File: src/rtl/alu_sequencer.sv
// Operand/opcode sequencer feeding the combinational ALU.
// Issues one queued opcode per step strobe and writes {B,C} back into {A,B}.
module alu_sequencer #(
    parameter int WIDTH = 8,
    parameter int DEPTH = 4
) (
    input  logic               clk_i,
    input  logic               rst_i,
    input  logic               tick_i,
    input  logic               ld_valid_i,
    input  logic [2*WIDTH-1:0] ld_ab_i,
    output logic               ld_ready_o,
    input  logic               cmd_valid_i,
    input  logic [2:0]         cmd_ctl_i,
    output logic               cmd_ready_o,
    input  logic               go_i,
    output logic               alu_en_o,
    output logic [2:0]         alu_ctl_o,
    output logic [2*WIDTH-1:0] alu_ab_o,
    input  logic [2*WIDTH-1:0] alu_bc_i,
    output logic               busy_o,
    output logic               done_o,
    output logic [WIDTH-1:0]   res_o
);

    localparam int AW = $clog2(DEPTH);
    localparam logic [AW:0] PTR_ONE = (AW+1)'(1);

    typedef enum logic [1:0] {IDLE, WAIT, EXEC, DONE} state_t;

    state_t             state;
    state_t             state_nxt;
    logic [2*WIDTH-1:0] ab;
    logic [WIDTH-1:0]   res;
    logic [2:0]         fifo [DEPTH];
    logic [AW:0]        wr_ptr;
    logic [AW:0]        rd_ptr;
    logic [AW:0]        rd_inc;
    logic               empty;
    logic               full;
    logic               last;
    logic               push;
    logic               pop;

    // Pointers carry one wrap bit so full and empty are distinguishable
    assign empty = (wr_ptr == rd_ptr);
    assign full  = (wr_ptr[AW] != rd_ptr[AW]) &&
                   (wr_ptr[AW-1:0] == rd_ptr[AW-1:0]);
    assign rd_inc = rd_ptr + PTR_ONE;
    assign last   = (rd_inc == wr_ptr);

    assign push = cmd_valid_i && cmd_ready_o;
    assign pop  = (state == EXEC);

    assign alu_ctl_o = empty ? 3'b000 : fifo[rd_ptr[AW-1:0]];
    assign alu_ab_o  = ab;
    assign res_o     = res;

    always_comb begin
        state_nxt   = state;
        ld_ready_o  = 1'b0;
        cmd_ready_o = 1'b0;
        alu_en_o    = 1'b0;
        busy_o      = 1'b0;
        done_o      = 1'b0;
        unique case (state)
            IDLE: begin
                ld_ready_o  = 1'b1;
                cmd_ready_o = !full;
                if (go_i) begin
                    // A same-cycle push counts toward the run
                    state_nxt = (empty && !(cmd_valid_i && !full))
                              ? DONE : WAIT;
                end
            end
            WAIT: begin
                busy_o = 1'b1;
                if (tick_i) state_nxt = EXEC;
            end
            EXEC: begin
                busy_o    = 1'b1;
                alu_en_o  = 1'b1;
                state_nxt = last ? DONE : WAIT;
            end
            DONE: begin
                done_o    = 1'b1;
                state_nxt = IDLE;
            end
            default: state_nxt = IDLE;
        endcase
    end

    always_ff @(posedge clk_i) begin
        if (rst_i) begin
            state  <= IDLE;
            ab     <= '0;
            res    <= '0;
            wr_ptr <= '0;
            rd_ptr <= '0;
        end else begin
            state <= state_nxt;
            if (push) begin
                fifo[wr_ptr[AW-1:0]] <= cmd_ctl_i;
                wr_ptr <= wr_ptr + PTR_ONE;
            end
            if (pop) rd_ptr <= rd_inc;
            if (state == IDLE && ld_valid_i) ab <= ld_ab_i;
            else if (pop) ab <= alu_bc_i;
            if (state == DONE) res <= ab[WIDTH-1:0];
        end
    end

endmodule

File: config.mk
export PLATFORM = sky130hd
export DESIGN_NAME = alu_sequencer
export DESIGN_NICKNAME = d
export VERILOG_FILES = /design/src/rtl/alu_sequencer.sv
export SDC_FILE = /design/constraint.sdc
export NUM_CORES = 1
export LEC_CHECK = 0
export ABC_AREA = 0
export CAP_MARGIN = 5
export CELL_PAD_IN_SITES_DETAIL_PLACEMENT = 0
export CELL_PAD_IN_SITES_GLOBAL_PLACEMENT = 2
export CORE_UTILIZATION = 28
export DETAILED_ROUTE_END_ITERATION = 8
export PLACE_DENSITY = 0.77
export SLEW_MARGIN = 0
export SYNTH_ARGS = -nofsm -noshare
export SYNTH_HDL_FRONTEND = slang
export SYNTH_SLANG_ARGS = --single-unit
File: constraint.sdc
create_clock -name clk_i -period 1.9 [get_ports clk_i]
set_clock_uncertainty 0.15 [all_clocks]
set_input_delay 0.285 -clock clk_i [delete_from_list [all_inputs] [get_ports clk_i]]
set_output_delay 0.285 -clock clk_i [all_outputs]
set_load 0.01 [all_outputs]
; Word-level counts from Yosys, hierarchy flattened
; Memories as Yosys holds them, arrays and structs flattened. A register that Yosys moved wholly into a read port is not among the register bits.
; Cells that the tools add are included.
[totals]
ff_bits = 32
mem_bits_rw = 12
output_inout_bits = 32
word_cells = 46
mem_count = 1
[classes]
add_sub_neg = 2
eq_ne = 9
muxes = 18
n_reduce_logical = 11
[memory_table]
columns = memory, words, word_bits, rd, rd_ports_with_merged_regs, write_ports, line_no
row1 = fifo, 4, 3, 1, 1, 1, 35  ; logic [2:0] fifo [DEPTH];
[op_table]
columns = operator, n
row1 = 16-bit two-way mux, 2
row2 = 2-bit two-way mux, 6
row3 = 1-bit two-way mux, 8
row4 = 2-bit one-hot mux with 4 select lines, 1
row5 = 3-bit by 1-bit adder with 3-bit output (second input constant), 2
row6 = 3-bit == test, 2
row7 = 1-bit logical AND, 5
row8 = 2-bit == test (second input constant), 2
row9 = 2-bit != test (second input constant), 2
row10 = 3-bit two-way mux, 1
row11 = 2-bit by 1-bit == test with 1-bit output (second input constant), 1
row12 = 2-bit == test, 1
row13 = 1-bit zero test, 2
row14 = 2-bit zero test, 1
row15 = 2-bit AND reduction, 1
row16 = 2-bit nonzero test, 1
row17 = 2-bit OR reduction, 1
row18 = 1-bit != test, 1

; Longest topological paths before layout
; Gate-level depths: netlist of run 1.
[depth]
ltp_word = 9
mapped_depth = 6
ltp_nobuf = 6

; Worst setup path before layout of run 1
; OpenSTA, ideal clock, no wires.
[synth_path]
path_kind = register -> register
start = register state[0]
end = register ab[10], in the netlist alu_ab_o[10]
arrival_ps = 1410
required_ps = 1664
slack_ps = 254
stages_incl_launch_ff = 7
n_path_buf = 1
period_less_slack_ps = 1646
cell_sequence = dfxtp_1 -> inv_1 -> ha_1 -> nand2_1 -> clkbuf_1 -> nor2_1 -> a211oi_1
[synth_via]
elab_chain_len = 3
elab_cells_between_ends = 5
[synth_rtl]
columns = item, line_no
row1 = "start, declared", 31  ; state_t state;
row2 = "start signal, assigned", 101  ; state <= state_nxt;
row3 = 2-bit zero test, 107  ; if (state == IDLE && ld_valid_i) ab <= ld_ab_i;
row4 = 1-bit logical AND, 107
row5 = 16-bit two-way mux or 2-bit nonzero test (tied branches), -
row6 = "end signal, assigned", 107
row7 = "end signal, assigned", 108  ; else if (pop) ab <= alu_bc_i;
row8 = "end, declared", 33  ; logic [2*WIDTH-1:0] ab;
; Several ways; a longest one is shown, not always the timed one.
; A chain may end at the register's enable or synchronous reset.

==> results.yml, run 1 <==
sta:
  fin_crit_sh_pct: 104
  max-slew-margin-rel_pct: 76.2
  tightestPinTransition_ns: 0.357
  max_clock_freq_ghz: 0.507
  final_count_of_pins_violating_max_slew: 0
  finalWorstPathRequiredPeriod_ns: 1.97
  timing.final.hold_violations: 0
  finalSetupViolations: 1
  setup_ws_ns: -0.0705
  rsz0062_at_grt: "yes"
synth:
  post_synth_num_cell_types: 28
  postSynthRegisterBits: 46
  synth.yosys.warnings: 0
  mappedNetlistArea_um2: 2110
  synth.net_count: 236
  post_syn_area_per_cell_um2: 11.4
  post_synth_inst_count: 185
  synth-seq-area-share_pct: 49.4
finish:
  syn_to_final_growth_pct: 52.3
  num_antenna_cells: 0
  final.fill_count: 706
  final_common_cell: "sky130_fd_sc_hd__clkdlybuf4s50_1"
  design_area_um2: 3210
  final_layout_size_suffix_gt1_share_pct: 19.0
  layoutNonFillerInstCount: 372
  fin_nets: 323
  most-common-layout-cells: "sky130_fd_sc_hd__clkdlybuf4s50_1 (64), sky130_fd_sc_hd__nor2_1 (35), sky130_fd_sc_hd__dfxtp_1 (29)"
worst_setup_path:
  setup.worst_path.end: "alu_ctl_o[2]"
  path_max_fanout: 3
  cp-end-kind: "output pin"
  number_of_cells_on_the_worst_reg_to_reg_path: 5
  critical_path.startpoint_type: "flop"
  regToRegEndpoint: "fifo[0][1]"
  reg2reg_slack_ns: 0.15
  path_class: "reg2out"
  worst-endpoint-arrival_ns: 1.54
  worst_r2r_startpoint: "state[0]"
  critical_path_required_ns: 1.46
run_status:
  failing_checks: "setup timing"
  outcome: "finished with violations"
clock_tree:
  max-clock-path-buffers: 2
  cts-htree-levels: 2
  source_to_sink_clock_delay_at_the_later_pin_of_the_worst_skew_pair_ns: 0.30
  ctsRootBufferMaster: "sky130_fd_sc_hd__clkbuf_8"
  cts_buffers: 5
  worst_setup_hold_path_clk_slew_ns: 0.09
  post_cts_hold_buffer_count: 0
  clock_sink_count: 46
  cts_tree: "built"
power:
  power.density_cell_area_nw_per_um2: 1240
  post-layout-total-power_mw: 3.99
  cellLeakagePower_nw: 1.19
  max-vdd-ir-drop_uv: 369
place:
  place_inst: 361
  gp_congestion: 0.681
  place.port_buffers: 72
  dpl.hpwl_um: 3560
  place_worst_setup_slack_ns: -0.0998
  placed_cell_area_um2: 3060
global_route:
  grt_pass1_wl_um: 7490
  groute.usage.overall_pct: 12.7
  grt_pass1_vias: 1487
  grt_start_max_net_pins: 34
  antenna_violations_before_repair: 0
  grt_remaining_overflow: 0
floorplan:
  floorplan.die_area_um2: 7880
  floorplan.io_pins: 73
  row_count: 31
  initial_utilization_pct: 29.0
  die_x_um: 88.7
  floorplan.core_area_um2: 7250
  die_height_um: 88.7
min_path:
  timing.hold.worst.start: "res_o[4]"
  worstHoldPathCells: 2
  holdCritPathClass: "reg2reg"
route:
  finalWirelength_um: 4930
  drtIter0Drc: 55
  drt_pass1_iterations: 4
  detail_route.drc_violations: 0
  final_antenna_net_count: 0
  detailroute.via_count: 1617
  via_per_inst: 4.35
  detail_route.wl_per_cell_um: 13.2
run:
  maxCapViolCount: 0
[through the flow]
step / hold WS [ns] / util, % / TNS (ns)
finish: 0.353 / 44.2 / -0.0705
global route: 0.369 / 44.2 / -0.184
CTS: 0.361 / 43.8 / -0.139
detailed placement: 0.336 / 42.2 / -0.280
global placement: 0.323 / 42.2 / -0.157
floorplan: 0.234 / - / 0
[critical path, stage by stage, from the launching register on]
cell and delay (ns):
sky130_fd_sc_hd__dfxtp_4 0.38, sky130_fd_sc_hd__buf_6 0.11, sky130_fd_sc_hd__mux4_2 0.48, sky130_fd_sc_hd__nor2b_1 0.14
sky130_fd_sc_hd__buf_2 0.14
[how the worst min path moves through the flow]
stage	endpoint	slack, ns
global route	res_o[1]	0.37
detailed placement	res_o[1]	0.34
CTS	res_o[1]	0.36
floorplan	fifo[0][0]	0.23
global placement	res_o[6]	0.32
finish	res_o[4]	0.35
[report_power, final]
group	switching [mW]	total (mW)	leakage [nW]	internal (mW)
Sequential	0.151	1.38	0.390	1.23
Clock	0.330	0.590	0.0452	0.260
Combinational	0.906	2.02	0.755	1.12
Total	1.39	3.99	1.19	2.60
[flip-flops by register name, summed over array words and instances, names as in the netlist, named ones only]
name      flops
state         2
alu_ab_o     16
fifo         12
rd_ptr        3
res_o         8
wr_ptr        3
[cell type report]
cell class | instances | area (um2) | share of cell area (%)
repair buffers | 90 | 888 | 27.7
inverters | 6 | 22.5 | 0.702
clock buffers | 6 | 72.6 | 2.26
well taps | 99 | 124 | 3.86
multi-input cells | 123 | 1040 | 32.3
clock inverters | 2 | 13.8 | 0.429
flip-flops and latches | 46 | 1050 | 32.7
[logic make-up (layout without fill, tap and decap cells)]
logic type	count (synthesis)	count (layout)	synth area share (%)
simple gates	52	52	12.2
flops	46	46	49.4
mux	29	29	15.6
compound gates	23	23	8.49
buf+inv	16	104	3.03
fa+ha+maj	10	10	5.94
xor+xnor	9	9	5.34
[cell usage after synthesis]
library cell	count	area [um2]
sky130_fd_sc_hd__xor2_1	2	17.5
sky130_fd_sc_hd__edfxtp_1	12	360
sky130_fd_sc_hd__xnor2_2	1	16.3
sky130_fd_sc_hd__nor2b_1	3	18.8
sky130_fd_sc_hd__xor2_2	1	16.3
sky130_fd_sc_hd__a211oi_1	17	128
sky130_fd_sc_hd__nor2_1	36	135
sky130_fd_sc_hd__clkbuf_1	7	26.3
sky130_fd_sc_hd__xnor2_4	1	27.5
sky130_fd_sc_hd__mux2i_1	26	260
sky130_fd_sc_hd__and2_1	1	6.26
sky130_fd_sc_hd__dfxtp_1	34	681
sky130_fd_sc_hd__buf_2	3	15.0
sky130_fd_sc_hd__a22oi_1	1	7.51
sky130_fd_sc_hd__inv_1	5	18.8
sky130_fd_sc_hd__a211o_1	1	8.76
sky130_fd_sc_hd__nor4_2	1	12.5
sky130_fd_sc_hd__nand2_1	4	15.0
sky130_fd_sc_hd__mux4_2	3	67.6
sky130_fd_sc_hd__nor3b_2	4	50.1
sky130_fd_sc_hd__ha_1	10	125
sky130_fd_sc_hd__nand3_1	2	10.0
sky130_fd_sc_hd__inv_2	1	3.75
sky130_fd_sc_hd__o311a_1	1	10.0
sky130_fd_sc_hd__a31oi_1	2	12.5
sky130_fd_sc_hd__a31oi_2	1	12.5
sky130_fd_sc_hd__nand3_2	1	10.0
sky130_fd_sc_hd__xnor2_1	4	35.0
[timing repair]
| item | CTS | global route |
|---|---|---|
| setup buffers | 3 | 0 |
| gates cloned | 0 | 0 |
| hold endpoints to repair | 0 | 0 |
| resized for setup | 25 | 8 |
| endpoints found under the setup margin | 11 | 4 |
| pin swaps | 2 | 1 |
[routing by layer]
layer / share of wire (%) / global-route usage (%) / vias to the layer above
li1: - / - / 824
met1: 46 / 17.0 / 754
met2: 48 / 20.0 / 32
met3: 3.6 / 2.80 / 7
met4: 1.6 / 4.84 / 0
met5: 0 / 0 / -
Note: power is estimated with default switching activity, not from simulation.
==> run 2: changes to the inputs <==
- GPL_TIMING_DRIVEN: default -> 1
==> results of run 2 <==
Final layout, timing and power as in run 1 (identical DEF).
==> run 3: changes to the inputs <==
- CORE_UTILIZATION: 28 -> 25
- MAX_ROUTING_LAYER: default -> met4
- PLACE_DENSITY: 0.77 -> 0.72
- clock period: 1.9 -> 1.8 ns (I/O delays scaled with it)
==> results.yml, run 3 (synthesis results as in run 1) <==
run_status:
  outcome: "finished with violations"
  failing_checks: "setup timing"
sta:
  tightestPinTransition_ns: 0.313
  max-slew-margin-rel_pct: 79.1
  setup_ws_ns: -0.0602
  max_clock_freq_ghz: 0.538
  fin_crit_sh_pct: 103
  rsz0062_at_grt: "yes"
  final_count_of_pins_violating_max_slew: 0
  finalSetupViolations: 3
  totalNegativeSetupSlack_ns: -0.166
  timing.final.hold_violations: 0
  finalWorstPathRequiredPeriod_ns: 1.86
floorplan:
  die_x_um: 93.8
  die_height_um: 93.8
  initial_utilization_pct: 25.8
  floorplan.io_pins: 73
  floorplan.die_area_um2: 8800
  row_count: 33
  floorplan.core_area_um2: 8180
place:
  placed_cell_area_um2: 3130
  place_worst_setup_slack_ns: -0.179
  place.port_buffers: 72
  gp_congestion: 0.707
  dpl.hpwl_um: 3600
  place_inst: 378
route:
  finalWirelength_um: 4920
  detail_route.wl_per_cell_um: 12.7
  drtIter0Drc: 37
  final_antenna_net_count: 0
  detailroute.via_count: 1649
  drt_pass1_iterations: 4
  detail_route.drc_violations: 0
  via_per_inst: 4.26
global_route:
  grt_remaining_overflow: 0
  antenna_violations_before_repair: 0
  grt_pass1_wl_um: 7790
  grt_pass1_vias: 1604
  grt_start_max_net_pins: 33
  groute.usage.overall_pct: 12.0
power:
  seq_power_share_pct: 34.8
  cellLeakagePower_nw: 1.21
  sw_frac_of_total_pct: 34.7
  max-vdd-ir-drop_uv: 404
  internal_power_mw: 2.74
  power.density_cell_area_nw_per_um2: 1300
  combPwrFrac_pct: 49.6
  power.clock.fraction_pct: 15.6
  power.switching_mw: 1.46
min_path:
  holdCritPathClass: "reg2reg"
worst_setup_path:
  worst-endpoint-arrival_ns: 1.44
  path_class: "reg2out"
  critical_path_required_ns: 1.38
  worst_r2r_startpoint: "rd_ptr[0]"
  number_of_cells_on_the_worst_reg_to_reg_path: 5
  setup.worst_path.end: "alu_ctl_o[1]"
  reg2reg_slack_ns: 0.11
  path_max_fanout: 3
  cp-end-kind: "output pin"
  critical_path.startpoint_type: "flop"
  regToRegEndpoint: "fifo[1][1]"
clock_tree:
  source_to_sink_clock_delay_at_the_later_pin_of_the_worst_skew_pair_ns: 0.30
  worst_setup_hold_path_clk_slew_ns: 0.10
  post_cts_hold_buffer_count: 0
  clock_sink_count: 46
  ctsRootBufferMaster: "sky130_fd_sc_hd__clkbuf_8"
  cts_tree: "built"
  max-clock-path-buffers: 2
  cts-htree-levels: 2
  cts_buffers: 5
finish:
  largest_register_ffs: 16
  final_common_cell: "sky130_fd_sc_hd__clkdlybuf4s50_1"
  layoutNonFillerInstCount: 387
  most-common-layout-cells: "sky130_fd_sc_hd__clkdlybuf4s50_1 (64), sky130_fd_sc_hd__nor2_1 (35), sky130_fd_sc_hd__dfxtp_1 (28)"
  final_layout_size_suffix_gt1_share_pct: 22.3
  syn_to_final_growth_pct: 53.6
  num_antenna_cells: 0
  design_area_um2: 3240
  fin_nets: 332
run:
  maxCapViolCount: 0
==> run 3: changes by cell type in the layout (fill, tap and decap cells not counted), sizes merged <==
cell	change
clkinv	-2
inv	+2
clkinvlp	+1
clkdlybuf4s15	+2
dlygate4sd2	-3
buf	+9
==> run 3: worst min-delay path by stage <==
stage | startpoint | end | cells after the start
5_1_grt | res_o[6] | res_o[6] | 2
2_1_floorplan | cmd_ctl_i[0] | fifo[0][0] | 0
6_report | res_o[5] | res_o[5] | 2
4_1_cts | res_o[5] | res_o[5] | 2
3_3_place_gp | res_o[5] | res_o[5] | 2
3_5_place_dp | res_o[2] | res_o[2] | 2
==> run 3: what timing repair did <==
| action | 4_1_cts | 5_1_grt |
|---|---|---|
| gates cloned | 0 | 0 |
| resized for setup | 28 | 7 |
| setup endpoints to repair | 9 | 7 |
| pin swaps | 4 | 2 |
| setup buffers | 1 | 0 |
==> run 3: critical path, stage by stage (launching register included) <==
cell and delay (ns):
sky130_fd_sc_hd__dfxtp_4 0.38, sky130_fd_sc_hd__mux4_2 0.49, sky130_fd_sc_hd__nor2b_1 0.14, sky130_fd_sc_hd__buf_2 0.13
==> run 3: area by class of cell <==
cell class,instances,area (um2)
multi-input combinational,123,1020
inverter,6,22.5
clock buffer,5,68.8
timing repair buffer,99,913
tap,105,131
sequential,46,1060
clock inverter,3,22.5
fill,815,4940
==> run 3: per-layer routing <==
metal	vias to the layer above	wire length (um)	GRT usage, %
met2	37	2300	18.3
met1	760	2340	15.3
met3	4	193	2.67
met4	0	78	5.00
met5	-	0	-
li1	848	-	-
==> run 3: power groups by stage <==
stage	clock network, mW	registers (mW)	logic (mW)
after floorplan	0	1.54	1.01
after global placement	0	1.47	2.14
after detailed placement	0	1.47	2.14
after CTS	0.684	1.46	2.11
after global routing	0.726	1.50	2.31
final	0.653	1.46	2.08
==> run 3: metrics by stage <==
step	total power, mW	utilization (%)	hold slack [ns]
floorplan	2.55	-	0.219
global placement	3.61	38.2	0.323
detailed placement	3.61	38.2	0.333
CTS	4.25	39.5	0.359
global route	4.53	39.6	0.383
finish	4.20	39.6	0.355
